==> config.mk <==
export PLATFORM = sky130hd
export DESIGN_NAME = edge_scan_controller
export DESIGN_NICKNAME = d
export VERILOG_FILES = /design/src/rtl/edge_scan_controller.sv
export SDC_FILE = /design/constraint.sdc
export NUM_CORES = 1
export LEC_CHECK = 0
export CAP_MARGIN = 20
export CORE_ASPECT_RATIO = 0.9
export CORE_MARGIN = 10
export CORE_UTILIZATION = 59
export CTS_BUF_LIST = sky130_fd_sc_hd__clkbuf_16
export CTS_CLUSTER_DIAMETER = 200
export DETAILED_ROUTE_END_ITERATION = 10
export GPL_ROUTABILITY_DRIVEN = 0
export GPL_TIMING_DRIVEN = 0
export HOLD_SLACK_MARGIN = 0.15
export PLACE_DENSITY_LB_ADDON = 0.25
export SLEW_MARGIN = 20
export SYNTH_ARGS = -nofsm -noshare
export SYNTH_HDL_FRONTEND = slang
export SYNTH_SLANG_ARGS = --single-unit
==> constraint.sdc <==
create_clock -name clk -period 5 [get_ports clk]
set_input_delay 1 -clock clk [delete_from_list [all_inputs] [get_ports clk]]
set_output_delay 1 -clock clk [all_outputs]
set_load 0.05 [all_outputs]
==> src/rtl/edge_scan_controller.sv <==
// Raster-scan read sequencer for the 3x3 edge-detection datapath.
// Issues pixel reads, tracks the returned pixel position and flags interior window centres.
module edge_scan_controller #(
  parameter int unsigned IMG_W  = 64,
  parameter int unsigned IMG_H  = 64,
  parameter int unsigned ADDR_W = 12
) (
  input  logic              clk,
  input  logic              reset,
  input  logic              start,
  input  logic              abort,
  input  logic              out_ready,
  output logic              busy,
  output logic              done,
  output logic              rd_en,
  output logic [ADDR_W-1:0] rd_addr,
  output logic              pix_valid,
  output logic              win_valid,
  output logic [ADDR_W-1:0] out_addr
);

  localparam int unsigned COL_W = (IMG_W > 1) ? $clog2(IMG_W) : 1;
  localparam int unsigned ROW_W = (IMG_H > 1) ? $clog2(IMG_H) : 1;

  typedef enum logic [1:0] {
    S_IDLE  = 2'd0,
    S_RUN   = 2'd1,
    S_DRAIN = 2'd2,
    S_DONE  = 2'd3
  } state_t;

  state_t            state;
  logic [COL_W-1:0]  col;
  logic [ROW_W-1:0]  row;
  logic [ADDR_W-1:0] addr;
  logic              pix_q;
  logic              win_q;

  logic abort_hit;
  logic col_last;
  logic row_last;
  logic last_read;
  logic win_hit;

  // Abort only matters while a frame is in flight.
  assign abort_hit = abort & ((state == S_RUN) | (state == S_DRAIN));

  // A read is issued every RUN cycle the consumer can take a window next cycle.
  assign rd_en     = (state == S_RUN) & out_ready & ~abort & ~reset;
  assign rd_addr   = addr;

  assign col_last  = (col == COL_W'(IMG_W - 1));
  assign row_last  = (row == ROW_W'(IMG_H - 1));
  assign last_read = rd_en & col_last & row_last;

  // The pixel being read closes a window when it sits at row>=2 and col>=2;
  // its centre is one row up and one column left, i.e. addr - (IMG_W + 1).
  assign win_hit   = rd_en & (row >= ROW_W'(2)) & (col >= COL_W'(2));

  // In-flight return data is dropped in the same cycle an abort lands.
  assign pix_valid = pix_q & ~abort_hit;
  assign win_valid = win_q & ~abort_hit;

  always_ff @(posedge clk) begin
    if (reset) begin
      state    <= S_IDLE;
      row      <= '0;
      col      <= '0;
      addr     <= '0;
      pix_q    <= 1'b0;
      win_q    <= 1'b0;
      out_addr <= '0;
      busy     <= 1'b0;
      done     <= 1'b0;
    end else begin
      pix_q <= rd_en;
      win_q <= win_hit;
      done  <= 1'b0;
      if (win_hit) begin
        out_addr <= addr - ADDR_W'(IMG_W + 1);
      end

      case (state)
        S_IDLE: begin
          if (start) begin
            state <= S_RUN;
            busy  <= 1'b1;
            row   <= '0;
            col   <= '0;
            addr  <= '0;
          end
        end

        S_RUN: begin
          if (abort) begin
            state <= S_IDLE;
            busy  <= 1'b0;
            row   <= '0;
            col   <= '0;
            addr  <= '0;
            pix_q <= 1'b0;
            win_q <= 1'b0;
          end else if (last_read) begin
            state <= S_DRAIN;
            row   <= '0;
            col   <= '0;
            addr  <= '0;
          end else if (rd_en) begin
            addr <= addr + ADDR_W'(1);
            if (col_last) begin
              col <= '0;
              row <= row + ROW_W'(1);
            end else begin
              col <= col + COL_W'(1);
            end
          end
        end

        S_DRAIN: begin
          busy <= 1'b0;
          if (abort) begin
            state <= S_IDLE;
            pix_q <= 1'b0;
            win_q <= 1'b0;
          end else begin
            state <= S_DONE;
            done  <= 1'b1;
          end
        end

        S_DONE: begin
          state <= S_IDLE;
        end

        default: begin
          state <= S_IDLE;
          busy  <= 1'b0;
        end
      endcase
    end
  end

endmodule

Word level (Yosys, flattened, before mapping). Cells that the tools add are included. Widths: inputs -> output; s select.

Register bits: 42.

Equal/unequal tests: 10. $add $sub $neg: 4. Reduce and logical (&&, ||, !) cells: 9. Order comparisons: 2. Bitwise logic cells: 15. Mux-type cells: 29.

Operators with widths (count): $mux 6 (9); $mux 12 (4); $pmux 12 s2 (1); $pmux 6 s2 (2); $add 12x1->12 const B (1); $add 6x1->6 const B (2); $eq 6x6->1 const B (2); $ge 6x2->1 const B (2); $sub 12x7->12 const B (1); $and 1x1->1 (10); $mux 2 (4); $ne 4x4->1 const B (2); $pmux 2 s4 (1); $mux 1 (7); $reduce_and 3->1 (2); $eq 2x2->1 const B (2); $ne 2x2->1 const B (2); $not 1->1 (4); $reduce_and 4->1 (1); $reduce_or 2->1 (2); $ne 3x3->1 const B (1); $pmux 1 s3 (1); $reduce_bool 3->1 (1); $eq 2x1->1 const B (1); other kinds (4) (4).

Depth between registers and ports, before layout. Gate-level depths: netlist of the first run.

Depth after elaboration: 9. Mapped depth: 8. Mapped depth without buffers: 6.

Least setup slack after synthesis of the first run. OpenSTA, ideal clock, no wires.

Kind: in2out. Start point: in abort. End point: out pix_valid. Arrival time: 2136 ps. Path buffers: 0. Slack: 1864 ps. Cell stages on the path: 1. Path through: a21boi_0.

Cells in the longest elaborated chain, start to end: 3.

RTL lines: from (decl) (RTL line 11) `input logic abort,`; $and 1x1->1 (RTL line 46) `assign abort_hit = abort & ((state == S_RUN) | (state == S_DRAIN));`; $not 1->1 (RTL line 61) `assign pix_valid = pix_q & ~abort_hit;`; $and 1x1->1 (RTL line 61); to (decl) (RTL line 17) `output logic pix_valid,`.

No other way between the ends.

Worst setup path after layout of the first run.
Start point: in reset. End point: out rd_en.

Cells in the longest elaborated chain, start to end: 2.

RTL lines: from (decl) (RTL line 9) `input logic reset,`; $not 1->1 (RTL line 49) `assign rd_en = (state == S_RUN) & out_ready & ~abort & ~reset;`; $and 1x1->1 (RTL line 49); to (decl) (RTL line 15) `output logic rd_en,`.

No other way between the ends.

==> metrics, run 1 <==
status=finished clean; fraction of layout cells with a size suffix above 1=7.98%; Layout Cells excl Fill=372; Final ANT Viol Nets=0; TritonRoute pass-1 iters=5; Worst slew margin=between 40 and 50%; clock tree buffer depth=2; critical path required time=around 4000 ps; CTS tree=yes; Final Hold Fails=0; CTS buffer count=5; Synth Warn #=0; final clock skew=approximately 5.1 ps; sequential share of the synthesized area=34.8%; Syn Nets=300; placed cells=about 360; critical path class=in -> out; global-route wire length before repair=approximately 11 mm; gr usage total=between 10% and 20%; Post-synth EDFFs=0; input/output buffers=33; Final min period=around 3800 ps; antenna cells=0; RSZ-0062 raised after global routing=no; CTS root buffer=clkbuf_16; final wirelength=between 6 and 7 mm; MaxCap Viol Count=0; crit end category=output pin; FF+latch count, synth=42; Power Density=~260 nW/um^2; clk slew on worst S/H paths=50 ps; fin crit share=around three quarters; Yosys cell types=52; Initial Utilization=a little over three fifths; critical path arrival=2790 ps; measured slew at the worst slew-check pin=754 ps; std cell rows=21; antenna violations before repair=0; largest area contributor in the netlist=dfxtp_1; Hold Path Class=reg -> reg; # hold bufs at CTS=0; clock latency on the worst-skew pair=280 ps; crit path max-delay cell type=clkdlybuf4s50_1; Max Slew Vio Count=0; DP HPWL=~4.6 mm; crit path launch type=input pin; setup TNS=0 ps; vias in the first global route=2367; final setup vio count=0; Post-Syn Area=2410 um^2; dpl ws=about 1200 ps; final layout net count=340; Syn Area/Cell=~8.5 um^2; Max IR drop VDD=roughly 0.20 mV; share of the synthesized area in the top cell type=roughly a third; count leader, synth=dfxtp_1; detailed-route via count=around 2500; crit path max fanout=10; Die Area=roughly 7100 um^2; cells after synthesis=285; drt drc=0; Synth async-reset ratio=0%; IO Pins=34; Post-synth top cells=dfxtp_1 (42), a21oi_1 (23), a31oi_1 (22), nand3_1 (21), nor2_1 (17); Via density=6.70; top cells by area, synth=dfxtp_1 (35%), a31oi_1 (5.7%), ha_1 (5.2%), a21oi_1 (4.8%), nand3_1 (4.4%); final worst slack=around 1200 ps; Post-CTS Setup Repair Bufs=0; f_max=between 200 and 300 MHz; drt wl/cell=approximately 18 um; Static Leak=~1.1 nW; H-tree depth=2; Horiz. Die Dim=87.4 um; gr ovfl total=0; core area=approximately 3800 um^2; cells along the critical path=clkdlybuf4s50_1 > buf_6 > and4bb_2 > clkdlybuf4s50_1; 1st-iter DRT viols=251; most used cell, CP=clkdlybuf4s50_1; max incr delay on CP=about 800 ps; die height=approximately 81 um; Synth Flop Type=dfxtp_1; Synth-to-Final Area Change=22.8%; CTS Sinks=between 40 and 50; Resize count post-CTS=0; largest net degree at the start of global routing=13
-- path summary, 6_finish.rpt --
path / start / to / slack (ps) / cells after the start
setup / recovery: reset / rd_en / 1210 / 4
hold / removal: out_addr[7]$_SDFFE_PP0P_ / out_addr[7]$_SDFFE_PP0P_ / 470 / 2
setup reg to reg: state[1]$_SDFFE_PP0P_ / rd_addr[6]$_SDFFE_PP0P_ / 2730 / 7
hold reg to reg: out_addr[7]$_SDFFE_PP0P_ / out_addr[7]$_SDFFE_PP0P_ / 470 / 2
-- layout make-up --
class	count	area, um^2
multi-input cells	214	1430
repair buffers	33	330
inverters	7	26.3
clock inverters	3	37.5
well taps	46	57.6
plain buffers	22	120
clock buffers	5	125
fillers	259	871
flip-flops and latches	42	841
-- cells in the final DEF, fill, tap and decap left out, drive strengths merged, types with 4 or more instances in the layout --
cell type,instances
a41oi,4
a311oi,5
a21oi,23
a211oi,9
clkdlybuf4s50,33
nor4,4
o21ai,13
clkbuf,16
a21boi,4
or4,4
nand3,21
nand2b,6
and3,5
a31oi,22
nand2,15
nand4,5
nor2,18
ha,10
buf,11
nor2b,4
dfxtp,42
inv,9
nor3,7
-- stage by stage --
step	power, W	cell area, um^2	hold WS (ps)	util, %
finish	0.000776	2970	475	77.3
global route	0.000795	2970	498	77.3
CTS	0.000776	2970	474	77.3
detailed placement	0.000423	2800	467	73.1
global placement	0.000421	2800	460	73.1
floorplan	0.000399	2410	467	-
-- flip-flops by register name, summed over array words and instances (netlist names) --
signal and cells:
busy 1, col 6, done 1, out_addr 12, pix_q 1, rd_addr 12, row 6, state 2
win_q 1
-- power by group --
part	internal [W]	total [W]	switching (W)	leakage (nW)
Combinational	0.0000249	0.0000781	0.0000533	0.626
Sequential	0.000338	0.000341	0.00000269	0.339
Clock	0.000232	0.000357	0.000125	0.0864
-- cells by family (layout without fill, tap and decap cells) --
group                    Yosys count  in the layout  synth area share (%)
AND/OR/NAND/NOR                  107            107                  26.0
adder cells (fa/ha/maj)           10             10                  5.18
AO/OA/AOI/OAI                     90             90                  25.3
buffers and inverters             29             70                  6.06
XOR/XNOR                           5              5                  1.81
flip-flops                        42             42                  34.8
multiplexers                       2              2                 0.829
-- per-layer routing --
layer,GRT usage (%),share of wire (%),up-vias
met3,5.35,12,19
met5,0,0,-
met2,28.3,44,158
li1,-,-,1170
met1,25.0,42,1144
met4,6.69,1.7,0
-- critical path: cells and delay by family --
kind	cells	cell delay, ps
simple gates	1	360
buf+inv	3	1430
(Power assumes the default switching activity.)
==> inputs of run 2 (changes only) <==
CORE_UTILIZATION = 54   (was 59)
clock period = 3.64 ns   (was 5 ns; I/O delays follow)
==> metrics, run 2 (synthesized netlist as in run 1, its figures left out) <==
placed cells=380 (was 364); Initial Utilization=55.2% (was 62.9%); setup TNS=0 ps (unchanged); crit path max fanout=10 (unchanged); TritonRoute pass-1 iters=4 (was 5); Static Leak=1.03 nW (was 1.05 nW); fraction of layout cells with a size suffix above 1=8.31% (was 7.98%); critical path class=in -> out (unchanged); hold slack=479 ps (was 475 ps); clk slew on worst S/H paths=50 ps (about the same); worst setup path startpoint=reset (unchanged); antenna cells=0 (unchanged); core area=4370 um^2 (was 3840 um^2); Synth-to-Final Area Change=22.5% (was 22.8%); critical path arrival=2530 ps (was 2790 ps); 1st-iter DRT viols=162 (was 251); FF-to-FF End=rd_addr[6]$_SDFFE_PP0P_ (unchanged); measured slew at the worst slew-check pin=733 ps (was 754 ps); crit path launch type=input pin (unchanged); clock tree buffer depth=2 (unchanged); Critical R2R Launch=state[1]$_SDFFE_PP0P_ (unchanged); Via density=6.29 (was 6.70); crit end category=output pin (unchanged); final wirelength=6.62 mm (was 6.55 mm); Reg2Reg Depth=7 (unchanged); commonest cells after routing, fill and taps aside=dfxtp_1 (42), clkdlybuf4s50_1 (33), a21oi_1 (23) (unchanged); global-route wire length before repair=10.9 mm (was 11.1 mm); Max Slew Vio Count=0 (unchanged); final setup vio count=0 (unchanged); # hold bufs at CTS=0 (unchanged); Max IR drop VDD=0.244 mV (was 0.204 mV); input/output buffers=33 (unchanged); Hold Path Class=reg -> reg (unchanged); IO Pins=34 (unchanged); critical path required time=2910 ps (was 4000 ps); die height=83.4 um (was 80.7 um); Horiz. Die Dim=90.5 um (was 87.4 um); Resize count post-CTS=0 (unchanged); CTS Sinks=42 (unchanged); CTS buffer count=5 (unchanged); f_max=307 MHz; CP Capture Point=rd_en (unchanged); Worst slew margin=50.8% (was 49.4%); Layout Cells excl Fill=387 (was 372); FF-to-FF setup slack=1380 ps (was 2730 ps); Die Area=7550 um^2 (was 7060 um^2); fin crit share=89.5%; RSZ-0062 raised after global routing=no (unchanged); most common cell after layout, fill and taps aside=dfxtp_1 (unchanged); drt drc=0 (unchanged); vias in the first global route=2195 (was 2367); final clock skew=13.7 ps (was 5.09 ps); largest net degree at the start of global routing=13 (unchanged); drt wl/cell=17.1 um (was 17.6 um); Final min period=3260 ps; status=finished clean (unchanged); Final ANT Viol Nets=0 (unchanged); CTS tree=yes (unchanged); antenna violations before repair=0 (unchanged); Post-CTS Setup Repair Bufs=0 (unchanged); MaxCap Viol Count=0 (unchanged); std cell rows=23 (was 21); gr ovfl total=0 (unchanged); final layout net count=340 (unchanged); Power Density=336 nW/um^2 (was 262 nW/um^2); gr usage total=17.1% (was 18.9%); dpl ws=395 ps (was 1220 ps); Final Hold Fails=0 (unchanged); final worst slack=381 ps (was 1210 ps); detailed-route via count=2436 (was 2491); CTS root buffer=clkbuf_16 (unchanged); clock latency on the worst-skew pair=290 ps (was 280 ps); HP Start=out_addr[7]$_SDFFE_PP0P_ (unchanged); H-tree depth=2 (unchanged); DP HPWL=4.56 mm (was 4.57 mm)
==> run 2: changes by cell type in the layout (fill, tap and decap cells not counted), sizes merged <==
cell,delta
clkinv,+2
inv,-2
bufinv,-1
==> run 2: routing by layer <==
layer  part of all wire (%)  track usage, %  vias up
met5                      0               0        -
met4                    1.5            5.78        0
met3                    8.0            4.95        9
met2                     45            26.5      110
met1                     46            22.0     1154
li1                       -               -     1163
==> run 2: worst min path at each step <==
stage	cells after the start	slack, ps	to
final	2	480	out_addr[7]$_SDFFE_PP0P_
after global routing	2	500	out_addr[7]$_SDFFE_PP0P_
after CTS	2	480	out_addr[7]$_SDFFE_PP0P_
after detailed placement	2	470	out_addr[7]$_SDFFE_PP0P_
after global placement	2	460	out_addr[6]$_SDFFE_PP0P_
after floorplan	2	470	col[0]$_SDFFE_PP0P_
==> run 2: layout make-up <==
class	count	area, um^2
Sequential cell	42	841
Inverter	7	26.3
Clock inverter	2	10.0
Clock buffer	5	125
Fill cell	378	1420
Tap cell	62	77.6
Buffer	22	120
Multi-Input combinational cell	214	1430
Timing Repair Buffer	33	330
==> run 2: through the flow <==
step	power, W	area [um^2]	utilization [%]
after global routing	0.00103	2960	67.6
after CTS	0.000996	2960	67.6
after global placement	0.000579	2820	64.5
after floorplan	0.000548	2410	-
after detailed placement	0.000579	2820	64.5
final	0.000994	2960	67.6
==> run 2: power by group <==
part | switching [W] | internal [W] | total [W]
combinational | 0.0000703 | 0.0000341 | 0.000104
clock | 0.000175 | 0.000248 | 0.000422
sequential | 0.00000319 | 0.000464 | 0.000467
==> run 2: critical path: stages <==
cell             delay (ps)
clkdlybuf4s50_1         450
buf_6                   170
and4bb_2                350
clkdlybuf4s50_1         830
